## src/rtl/fifo_wr_arbiter.sv

```systemverilog
// Round-robin arbiter sharing one FIFO write port among NUM_REQ producers with bounded
// bursts, conservative full/almostfull back-pressure and wr_ack/overflow checking.
//
// state | meaning
// IDLE  | search requesters from ptr; grant the first one if the FIFO can take a word
// BURST | owner keeps the port until MAX_BURST words are written or it drops req
module fifo_wr_arbiter #(
    parameter int FIFO_WIDTH = 16,
    parameter int NUM_REQ    = 4,
    parameter int MAX_BURST  = 4
) (
    input  logic                          clk,
    input  logic                          rst,
    input  logic [NUM_REQ-1:0]            req,
    input  logic [NUM_REQ*FIFO_WIDTH-1:0] req_data,
    output logic [NUM_REQ-1:0]            gnt,
    input  logic                          full,
    input  logic                          almostfull,
    input  logic                          wr_ack,
    input  logic                          overflow,
    output logic [FIFO_WIDTH-1:0]         data_in,
    output logic                          wr_en,
    output logic [$clog2(NUM_REQ)-1:0]    owner,
    output logic                          busy,
    output logic [15:0]                   ack_cnt,
    output logic                          ack_err,
    output logic                          ovf_err
);
    localparam int IW = $clog2(NUM_REQ);
    localparam int CW = $clog2(MAX_BURST + 1);
    localparam logic [IW-1:0] LAST_IDX  = IW'(NUM_REQ - 1);
    localparam logic [CW-1:0] BURST_MAX = CW'(MAX_BURST);

    typedef enum logic {IDLE, BURST} state_t;

    state_t          state, state_nxt;
    logic [IW-1:0]   ptr, ptr_nxt;
    logic [IW-1:0]   owner_nxt;
    logic [CW-1:0]   burst_cnt, burst_cnt_nxt;
    logic [IW-1:0]   sel, idx, cur;
    logic            can_wr, xfer, prev_wr_en;
    logic [FIFO_WIDTH-1:0] cur_data;

    function automatic logic [IW-1:0] next_idx(input logic [IW-1:0] i);
        return (i == LAST_IDX) ? '0 : i + 1'b1;
    endfunction

    // The word already on wr_en lands before a new one, so almostfull blocks issue.
    assign can_wr = !full && !(almostfull && wr_en);

    always_comb begin
        sel = ptr;
        idx = ptr;
        for (int k = NUM_REQ - 1; k >= 0; k--) begin
            if (req[idx] && sel == ptr && !req[ptr]) sel = idx;
            idx = next_idx(idx);
        end
        if (req[ptr]) sel = ptr;
    end

    always_comb begin
        cur = (state == BURST) ? owner : sel;
        gnt = '0;
        if (!rst && can_wr) begin
            if (state == IDLE && |req) gnt[sel] = 1'b1;
            else if (state == BURST && req[owner]) gnt[owner] = 1'b1;
        end
    end

    assign xfer     = |(req & gnt);
    assign cur_data = req_data[int'(cur)*FIFO_WIDTH +: FIFO_WIDTH];
    assign busy     = (state == BURST);

    always_comb begin
        state_nxt     = state;
        ptr_nxt       = ptr;
        owner_nxt     = owner;
        burst_cnt_nxt = burst_cnt;
        case (state)
            IDLE: begin
                if (xfer) begin
                    owner_nxt     = sel;
                    burst_cnt_nxt = CW'(1);
                    if (MAX_BURST == 1) ptr_nxt = next_idx(sel);
                    else state_nxt = BURST;
                end
            end
            BURST: begin
                if (!req[owner]) begin
                    state_nxt = IDLE;
                    ptr_nxt   = next_idx(owner);
                end else if (xfer) begin
                    burst_cnt_nxt = burst_cnt + 1'b1;
                    if (burst_cnt + 1'b1 == BURST_MAX) begin
                        state_nxt = IDLE;
                        ptr_nxt   = next_idx(owner);
                    end
                end
            end
            default: state_nxt = IDLE;
        endcase
    end

    always_ff @(posedge clk or posedge rst) begin
        if (rst) begin
            state      <= IDLE;
            ptr        <= '0;
            owner      <= '0;
            burst_cnt  <= '0;
            wr_en      <= 1'b0;
            data_in    <= '0;
            prev_wr_en <= 1'b0;
            ack_cnt    <= '0;
            ack_err    <= 1'b0;
            ovf_err    <= 1'b0;
        end else begin
            state      <= state_nxt;
            ptr        <= ptr_nxt;
            owner      <= owner_nxt;
            burst_cnt  <= burst_cnt_nxt;
            wr_en      <= xfer;
            if (xfer) data_in <= cur_data;
            prev_wr_en <= wr_en;
            if (wr_ack) ack_cnt <= ack_cnt + 1'b1;
            if (prev_wr_en && !wr_ack) ack_err <= 1'b1;
            if (overflow) ovf_err <= 1'b1;
        end
    end
endmodule

```

## config.mk

```make
export PLATFORM = sky130hd
export DESIGN_NAME = fifo_wr_arbiter
export DESIGN_NICKNAME = d
export VERILOG_FILES = /design/src/rtl/fifo_wr_arbiter.sv
export SDC_FILE = /design/constraint.sdc
export NUM_CORES = 1
export LEC_CHECK = 0
export ABC_AREA = 1
export ABC_CLOCK_PERIOD_IN_PS = 7250
export BUFFER_PORTS_ARGS = -buffer_cell sky130_fd_sc_hd__buf_4
export CORE_ASPECT_RATIO = 1.5
export CORE_MARGIN = 4
export CORE_UTILIZATION = 46
export CTS_BUF_LIST = sky130_fd_sc_hd__clkbuf_2 sky130_fd_sc_hd__clkbuf_4 sky130_fd_sc_hd__clkbuf_8
export CTS_CLUSTER_SIZE = 25
export DETAILED_ROUTE_END_ITERATION = 7
export GPL_TIMING_DRIVEN = 0
export PLACE_DENSITY = 0.85
export SLEW_MARGIN = 10
export SYNTH_ARGS = -nofsm -noshare
export SYNTH_HDL_FRONTEND = slang
export SYNTH_SLANG_ARGS = --single-unit
```

## constraint.sdc

```tcl
create_clock -name clk -period 7.25 [get_ports clk]
set_input_delay 1.45 -clock clk [delete_from_list [all_inputs] [get_ports clk]]
set_output_delay 1.45 -clock clk [all_outputs]
set_load 0.05 [all_outputs]
```

==> run_results.csv, run 1 <==
group,metric,value,unit
clocking,number_of_clock_buffers_inserted_by_tritoncts,5,
worst_setup_path,crit_fanout,5,
power,power_density,562,mW/mm^2
placement,io_buffers,115,
detailed_routing,vias,3139,
grt,grt_first_pass_wirelength,14100,um
clocking,clkTransAtPathRegs,0.08,ns
grt,pin_count_of_the_biggest_net_entering_global_routing,36,
clocking,cts-hold-fix-buffers,0,
sta,finalSetupViolCount,0,
hold_path,whs_path_depth,0,
logic_synthesis,synth.lib_cells_used.distinct,32,
layout,area_growth_syn_to_layout,37.2,%
worst_setup_path,cp_data_arrival_time,3.23,ns
layout,layout.cells.non_filler,593,
sta,fmax,0.214,GHz
power,combinationalPowerShare,0.737,
grt,globalRouteMet3Util,0.0414,
floorplanning,floorplan.rows,35,
power,power.switching_fraction,0.577,
detailed_routing,routed_wl,8440,um
logic_synthesis,ys_ff_latch,44,
logic_synthesis,synth-edff-count,0,
floorplanning,die_height,105,um
logic_synthesis,ys.flop_type,"sky130_fd_sc_hd__dfrtp_1",
logic_synthesis,synth_sequential_area_ratio,0.382,
clocking,post_cts.repair.setup_buffers,0,
placement,dpl.cell_count,585,
power,ir_worst_vdd,407,uV
power,internal_power_summed_over_all_cells,942,uW
layout,drive_gt1_frac,0.306,
sta,setup_repair_after_global_routing_missed_its_margin,"false",
sta,drv_slew,0,
sta,worst-slew-pin-transition,0.433,ns
power,pwr-share-seq,0.189,
detailed_routing,detail_route.drc_violations,0,
clocking,htree_levels,2,
worst_setup_path,reg2reg_to,"data_in[0]",
grt,grt.met1_usage,0.240,
floorplanning,core-area,0.00613,sq mm
worst_setup_path,cp.required,5.80,ns
hold_path,worst_hold_path.endpoint,"prev_wr_en",
clocking,insertion_delay,0.29,ns
clocking,clock_root_cell,"sky130_fd_sc_hd__clkbuf_8",
logic_synthesis,synth_area_per_cell,7.30,sq um
logic_synthesis,synth_cells,395,
power,clock_network_fraction_of_total_power,0.074,
worst_setup_path,worst_r2r_startpoint,"ptr[0]",
worst_setup_path,worst_setup_path_start_kind,"input pin",
floorplanning,die_w,72.7,um
layout,finish.net_count,600,
layout,fillers,567,
sta,final.period_utilization,0.645,
clocking,cts_tree,"built",
placement,dpl.hpwl,6800,um
detailed_routing,detail_route.first_pass.iterations,4,
worst_setup_path,r2r.worst_path.cells,19,
sta,finalSetupTns,0,ns
detailed_routing,detailedRoute.firstIterationViolations,84,
worst_setup_path,regToRegSetupSlack,4.00,ns
run,max_cap_viol_count,0,
floorplanning,design.die.area,0.00763,sq mm
placement,globalplace.congestion,0.922,
floorplanning,start_util,0.471,
hold_path,critical_hold_path_startpoint,"wr_en",
power,switchingPower,1280,uW
logic_synthesis,mappedNetlistArea,0.00289,sq mm
worst_setup_path,worstSetupEndpointType,"output pin",
grt,grt_usage,0.227,
detailed_routing,route.detailed.wl_per_inst,14.2,um
clocking,clock_sinks,44,
logic_synthesis,postSynth.asyncResetShare,1.00,
detailed_routing,vias_per_cell,5.29,
worst_setup_path,worst-setup-path-type,"in2out",
layout,antenna-diode-count,0,
grt,via_count_of_the_first_global_routing_pass,3290,
sta,finalClockSkew,0.00511,ns
logic_synthesis,postSynthNetCount,477,
detailed_routing,final_antenna_net_count,0,
grt,grt_overflow,0,
sta,min_period,4.68,ns
outcome,status,"completed",
logic_synthesis,ys_warn_count,0,
grt,grt_antenna_before_repair,0,
grt,grt.met2_usage,0.414,
floorplanning,num_io_pins,116,
clocking,clock_tree.buffer_depth,2,
sta,final_hold_violation_count,0,
sta,timing.max_slew.rel_slack,0.711,
hold_path,hold_path.class,"reg2reg",
clocking,postCtsResizedCells,0,
grt,grt_most_used_layer,"met2",
power,cellLeakagePower,0.00213,uW
-- flip-flops by register name (all words and copies together), names as in the netlist --
name,count
ack_cnt,16
data_in,16
burst_cnt,3
owner,2
ptr,2
ack_err,1
busy,1
ovf_err,1
prev_wr_en,1
wr_en,1
-- cell type report --
class	count	area, sq um	share of cell area
multi-input cells	302	1580	0.398
flip-flops and latches	44	1100	0.278
repair buffers	116	883	0.223
inverters	35	131	0.0332
well taps	74	92.6	0.0234
clock buffers	7	90.1	0.0228
plain buffers	14	76.3	0.0193
clock inverters	1	7.51	0.00190
-- logic make-up (layout without fill, tap and decap cells) --
group           count (synthesis)  count (layout)  synth area share
compound gates                 79              79             0.156
flops                          44              44             0.382
buf+inv                        49             173            0.0720
fa+ha+maj                       8               8            0.0347
xor+xnor                       16              16            0.0486
simple gates                  199             199             0.307
-- per-layer routing --
metal | vias to the layer above | routed length (um) | share of wire
met5 | - | 0 | 0
met4 | 0 | 250 | 0.030
met3 | 18 | 483 | 0.057
met2 | 116 | 4590 | 0.54
met1 | 1459 | 3110 | 0.37
li1 | 1546 | - | -
-- cell usage in the layout, fill, tap and decap left out, drive strengths merged --
cell and count:
buf 128, nand2 114, nor2 47, o21ai 47, dfrtp 44, inv 35, nand3 18, o22ai 16
nand4 15, xor2 10, clkbuf 9, ha 8, a21oi 7, xnor2 6, a21boi 4, nor3 3
o31ai 2, o21bai 1, a41oi 1, or2 1, a21o 1, and2 1, clkinvlp 1
-- synthesized netlist by cell type (6+ instances only) --
library cell	n	share of area
sky130_fd_sc_hd__buf_2	10	0.017
sky130_fd_sc_hd__xor2_1	10	0.030
sky130_fd_sc_hd__o22ai_1	16	0.035
sky130_fd_sc_hd__nand2_1	108	0.14
sky130_fd_sc_hd__xnor2_1	6	0.018
sky130_fd_sc_hd__nand4_1	15	0.033
sky130_fd_sc_hd__a21oi_1	7	0.012
sky130_fd_sc_hd__nor2_1	43	0.056
sky130_fd_sc_hd__o21ai_1	12	0.021
sky130_fd_sc_hd__nand3_1	14	0.024
sky130_fd_sc_hd__ha_1	8	0.035
sky130_fd_sc_hd__o21ai_0	33	0.057
sky130_fd_sc_hd__inv_1	31	0.040
sky130_fd_sc_hd__dfrtp_1	44	0.38
-- critical path, cell delays in order --
cell,delay [ns]
sky130_fd_sc_hd__buf_4,0.13
sky130_fd_sc_hd__inv_1,0.10
sky130_fd_sc_hd__nand2_1,0.06
sky130_fd_sc_hd__nand3_1,0.10
sky130_fd_sc_hd__nand2_2,0.10
sky130_fd_sc_hd__inv_1,0.11
sky130_fd_sc_hd__nand3_2,0.11
sky130_fd_sc_hd__nor2_1,0.17
sky130_fd_sc_hd__nor2_2,0.09
sky130_fd_sc_hd__nand3_2,0.09
sky130_fd_sc_hd__nand2_1,0.05
sky130_fd_sc_hd__nand2_1,0.16
sky130_fd_sc_hd__nand2_1,0.10
sky130_fd_sc_hd__a21boi_0,0.17
sky130_fd_sc_hd__buf_4,0.23
-- through the flow --
stage                     worst slack [ns]  hold WS, ns  utilization  power (uW)  cell area (sq um)
after floorplan                       1.83        0.430            -        1610               2890
after global placement                1.91        0.421        0.627        2010               3840
after detailed placement              2.59        0.436        0.630        2050               3860
after CTS                             2.59        0.457        0.646        2230               3960
after global routing                  2.31        0.466        0.646        2430               3960
final                                 2.57        0.444        0.646        2230               3960
-- worst max path at each step --
| stage | to | depth (start not counted) | start | slack (ns) |
|---|---|---|---|---|
| finish | gnt[0] | 15 | req[1] | 2.57 |
| global route | gnt[0] | 15 | req[1] | 2.31 |
| CTS | gnt[0] | 15 | req[1] | 2.59 |
| detailed placement | gnt[0] | 15 | req[1] | 2.59 |
| global placement | gnt[3] | 6 | rst | 1.91 |
| floorplan | gnt[0] | 4 | rst | 1.83 |
-- power by group through the flow --
stage	Sequential [uW]	Combinational [uW]	Clock, uW
2_1_floorplan	654	958	0
3_3_place_gp	419	1590	0
3_5_place_dp	423	1630	0
4_1_cts	420	1640	170
5_1_grt	434	1810	179
6_report	421	1640	164
Note: power is estimated with default switching activity, not from simulation.
==> run 2: changes to the inputs <==
Settings changed: ABC_AREA 1 to 0, ABC_CLOCK_PERIOD_IN_PS 7250 to 4600, PLACE_DENSITY 0.85 to 0.83.
Clock period 7.25 ns to 4.6 ns, I/O delays scaled along.
==> run_results.csv, run 2 <==
group,metric,value,unit
layout,mostFrequentLayoutCell,"sky130_fd_sc_hd__buf_4",
logic_synthesis,ys.flop_type,"sky130_fd_sc_hd__dfrtp_1",
floorplanning,num_io_pins,116,
sta,final.period_utilization,0.935,
logic_synthesis,synthDominantAreaCellType,"sky130_fd_sc_hd__dfrtp_1",
sta,fmax,0.232,GHz
power,cellLeakagePower,0.00212,uW
clocking,insertion_delay,0.30,ns
placement,placement.cell_area,0.00416,sq mm
placement,dpl.hpwl,6490,um
logic_synthesis,synth_sequential_area_ratio,0.344,
sta,setup_repair_after_global_routing_missed_its_margin,"false",
layout,total_area_of_sequential_cells,0.00110,sq mm
worst_setup_path,cp.required,3.68,ns
sta,finalSetupViolCount,0,
layout,top_regs,"ack_cnt (16), data_in (16), burst_cnt (3)",
clocking,clkTransAtPathRegs,0.09,ns
run,max_cap_viol_count,0,
logic_synthesis,ys_ff_latch,44,
worst_setup_path,worstSetupEndpointType,"output pin",
sta,min_period,4.30,ns
logic_synthesis,synth.top_cells.by_area,"sky130_fd_sc_hd__dfrtp_1, sky130_fd_sc_hd__mux2i_1, sky130_fd_sc_hd__mux2_4",
grt,grt_first_pass_wirelength,13200,um
clocking,post_cts.repair.setup_buffers,0,
floorplanning,design.die.area,0.00837,sq mm
sta,timing.max_slew.rel_slack,0.545,
sta,worst-slew-pin-transition,0.681,ns
sta,drv_slew,0,
layout,finish.net_count,499,
detailed_routing,route.detailed.wl_per_inst,16.5,um
grt,pin_count_of_the_biggest_net_entering_global_routing,40,
clocking,clock_root_cell,"sky130_fd_sc_hd__clkbuf_8",
clocking,cts_tree,"built",
layout,post_route_cell_area,0.00427,sq mm
sta,finalClockSkew,0.00914,ns
floorplanning,floorplan.rows,37,
floorplanning,die_height,110,um
placement,io_buffers,113,
layout,area_growth_syn_to_layout,33.4,%
floorplanning,start_util,0.470,
clocking,htree_levels,2,
clocking,number_of_clock_buffers_inserted_by_tritoncts,5,
worst_setup_path,worst_setup_path_start_kind,"register",
detailed_routing,detailedRoute.firstIterationViolations,130,
layout,drive_gt1_frac,0.411,
worst_setup_path,worst-setup-path-type,"reg2out",
outcome,status,"completed",
sta,finalSetupTns,0,ns
detailed_routing,routed_wl,8190,um
logic_synthesis,synth_commonest_cells,"sky130_fd_sc_hd__mux2i_1, sky130_fd_sc_hd__dfrtp_1, sky130_fd_sc_hd__nand2_1",
logic_synthesis,synth_area_per_cell,10.8,sq um
grt,grt_antenna_before_repair,0,
floorplanning,core-area,0.00681,sq mm
logic_synthesis,synth.lib_cells_used.distinct,55,
logic_synthesis,mappedNetlistArea,0.00320,sq mm
worst_setup_path,cp_data_arrival_time,3.38,ns
detailed_routing,detail_route.drc_violations,0,
logic_synthesis,synth_top_area_frac,0.344,
grt,grt_overflow,0,
sta,final_hold_violation_count,0,
clocking,cts-hold-fix-buffers,0,
logic_synthesis,ys_warn_count,0,
grt,via_count_of_the_first_global_routing_pass,2836,
detailed_routing,vias,2782,
layout,mostFrequentLayoutCells,"sky130_fd_sc_hd__buf_4, sky130_fd_sc_hd__mux2i_1, sky130_fd_sc_hd__dfrtp_1, sky130_fd_sc_hd__nand2_1, sky130_fd_sc_hd__mux2_4",
grt,grt_usage,0.191,
layout,multi_input_comb_area,0.00194,sq mm
layout,fillers,582,
placement,globalplace.congestion,0.855,
power,power_density,851,mW/mm^2
logic_synthesis,postSynthNetCount,378,
floorplanning,die_w,76.1,um
detailed_routing,vias_per_cell,5.61,
logic_synthesis,yosys.cell_count.top_type,"sky130_fd_sc_hd__mux2i_1",
worst_setup_path,crit_fanout,10,
hold_path,hold_path.class,"reg2reg",
clocking,postCtsResizedCells,0,
clocking,clock_sinks,44,
detailed_routing,detail_route.first_pass.iterations,4,
power,ir_worst_vdd,569,uV
logic_synthesis,synth_cells,296,
clocking,clock_tree.buffer_depth,2,
logic_synthesis,postSynth.asyncResetShare,1.00,
detailed_routing,final_antenna_net_count,0,
logic_synthesis,synth-edff-count,0,
layout,antenna-diode-count,0,
run 2: cell count changes in the layout (fill, tap and decap cells not counted), sizes merged, moves of 10 or more:
cell   before  now
mux2i       0   56
nor2       47   13
mux2        0   22
o21ai      47    3
nand2     114   19
o22ai      16    2
nand4      15    5
inv        35   14
run 2: worst paths after layout:
| path | depth (start not counted) | slack (ns) | to | startpoint |
|---|---|---|---|---|
| max | 11 | 0.30 | gnt[2] | ptr[0] |
| min | 1 | 0.48 | ack_cnt[15] | ack_cnt[15] |
| max reg2reg | 13 | 0.73 | data_in[15] | ptr[0] |
| min reg2reg | 1 | 0.48 | ack_cnt[15] | ack_cnt[15] |
| max in group asynchronous | 3 | 3.63 | data_in[15] | rst |
| min in group asynchronous | 2 | 0.53 | busy | rst |
run 2: kinds of logic after synthesis:
kind of cell	after synthesis	share of synthesized area
xor+xnor	17	0.0466
simple gates	70	0.109
flops	44	0.344
fa+ha+maj	8	0.0313
mux	82	0.303
buf+inv	30	0.0501
compound gates	45	0.116
run 2: cell type report:
class,count,area share
well taps,78,0.0229
inverters,14,0.0123
multi-input cells,222,0.455
repair buffers,114,0.204
flip-flops and latches,44,0.258
plain buffers,16,0.0252
clock buffers,6,0.0194
clock inverters,2,0.00352
run 2: per-layer routing:
| layer | GRT usage | vias up | routed length [um] |
|---|---|---|---|
| li1 | - | 1317 | - |
| met1 | 0.219 | 1348 | 3090 |
| met2 | 0.343 | 98 | 4450 |
| met3 | 0.0439 | 19 | 456 |
| met4 | 0.0763 | 0 | 185 |
| met5 | 0 | - | 0 |
run 2: stage by stage:
step           worst slack [ns]   util  std cells  power, uW  hold slack, ns
2_1_floorplan             0.308      -        296       2780           0.430
3_3_place_gp              0.415  0.609        487       3320           0.440
3_5_place_dp              0.455  0.612        488       3380           0.449
4_1_cts                   0.236  0.626        496       3660           0.484
5_1_grt                  0.0246  0.627        496       3860           0.509
6_report                  0.297  0.627        496       3630           0.475
run 2: critical path, stage by stage (launching register included):
cell and delay [ns]:
sky130_fd_sc_hd__dfrtp_1 0.47, sky130_fd_sc_hd__ha_1 0.30, sky130_fd_sc_hd__buf_2 0.23, sky130_fd_sc_hd__mux2_2 0.42, sky130_fd_sc_hd__nand2_1 0.16, sky130_fd_sc_hd__o2111ai_2 0.16
sky130_fd_sc_hd__or2_1 0.31, sky130_fd_sc_hd__o211ai_1 0.36, sky130_fd_sc_hd__or2_1 0.29, sky130_fd_sc_hd__a22oi_1 0.10, sky130_fd_sc_hd__nor2_1 0.10, sky130_fd_sc_hd__buf_4 0.20
run 2: where the power goes:
| group | leakage (uW) | switching (uW) | total [uW] | internal [uW] |
|---|---|---|---|---|
| Clock | 0.0000434 | 138 | 260 | 122 |
| Sequential | 0.000535 | 133 | 671 | 538 |
| Combinational | 0.00154 | 1480 | 2700 | 1210 |
| Total | 0.00212 | 1750 | 3630 | 1870 |
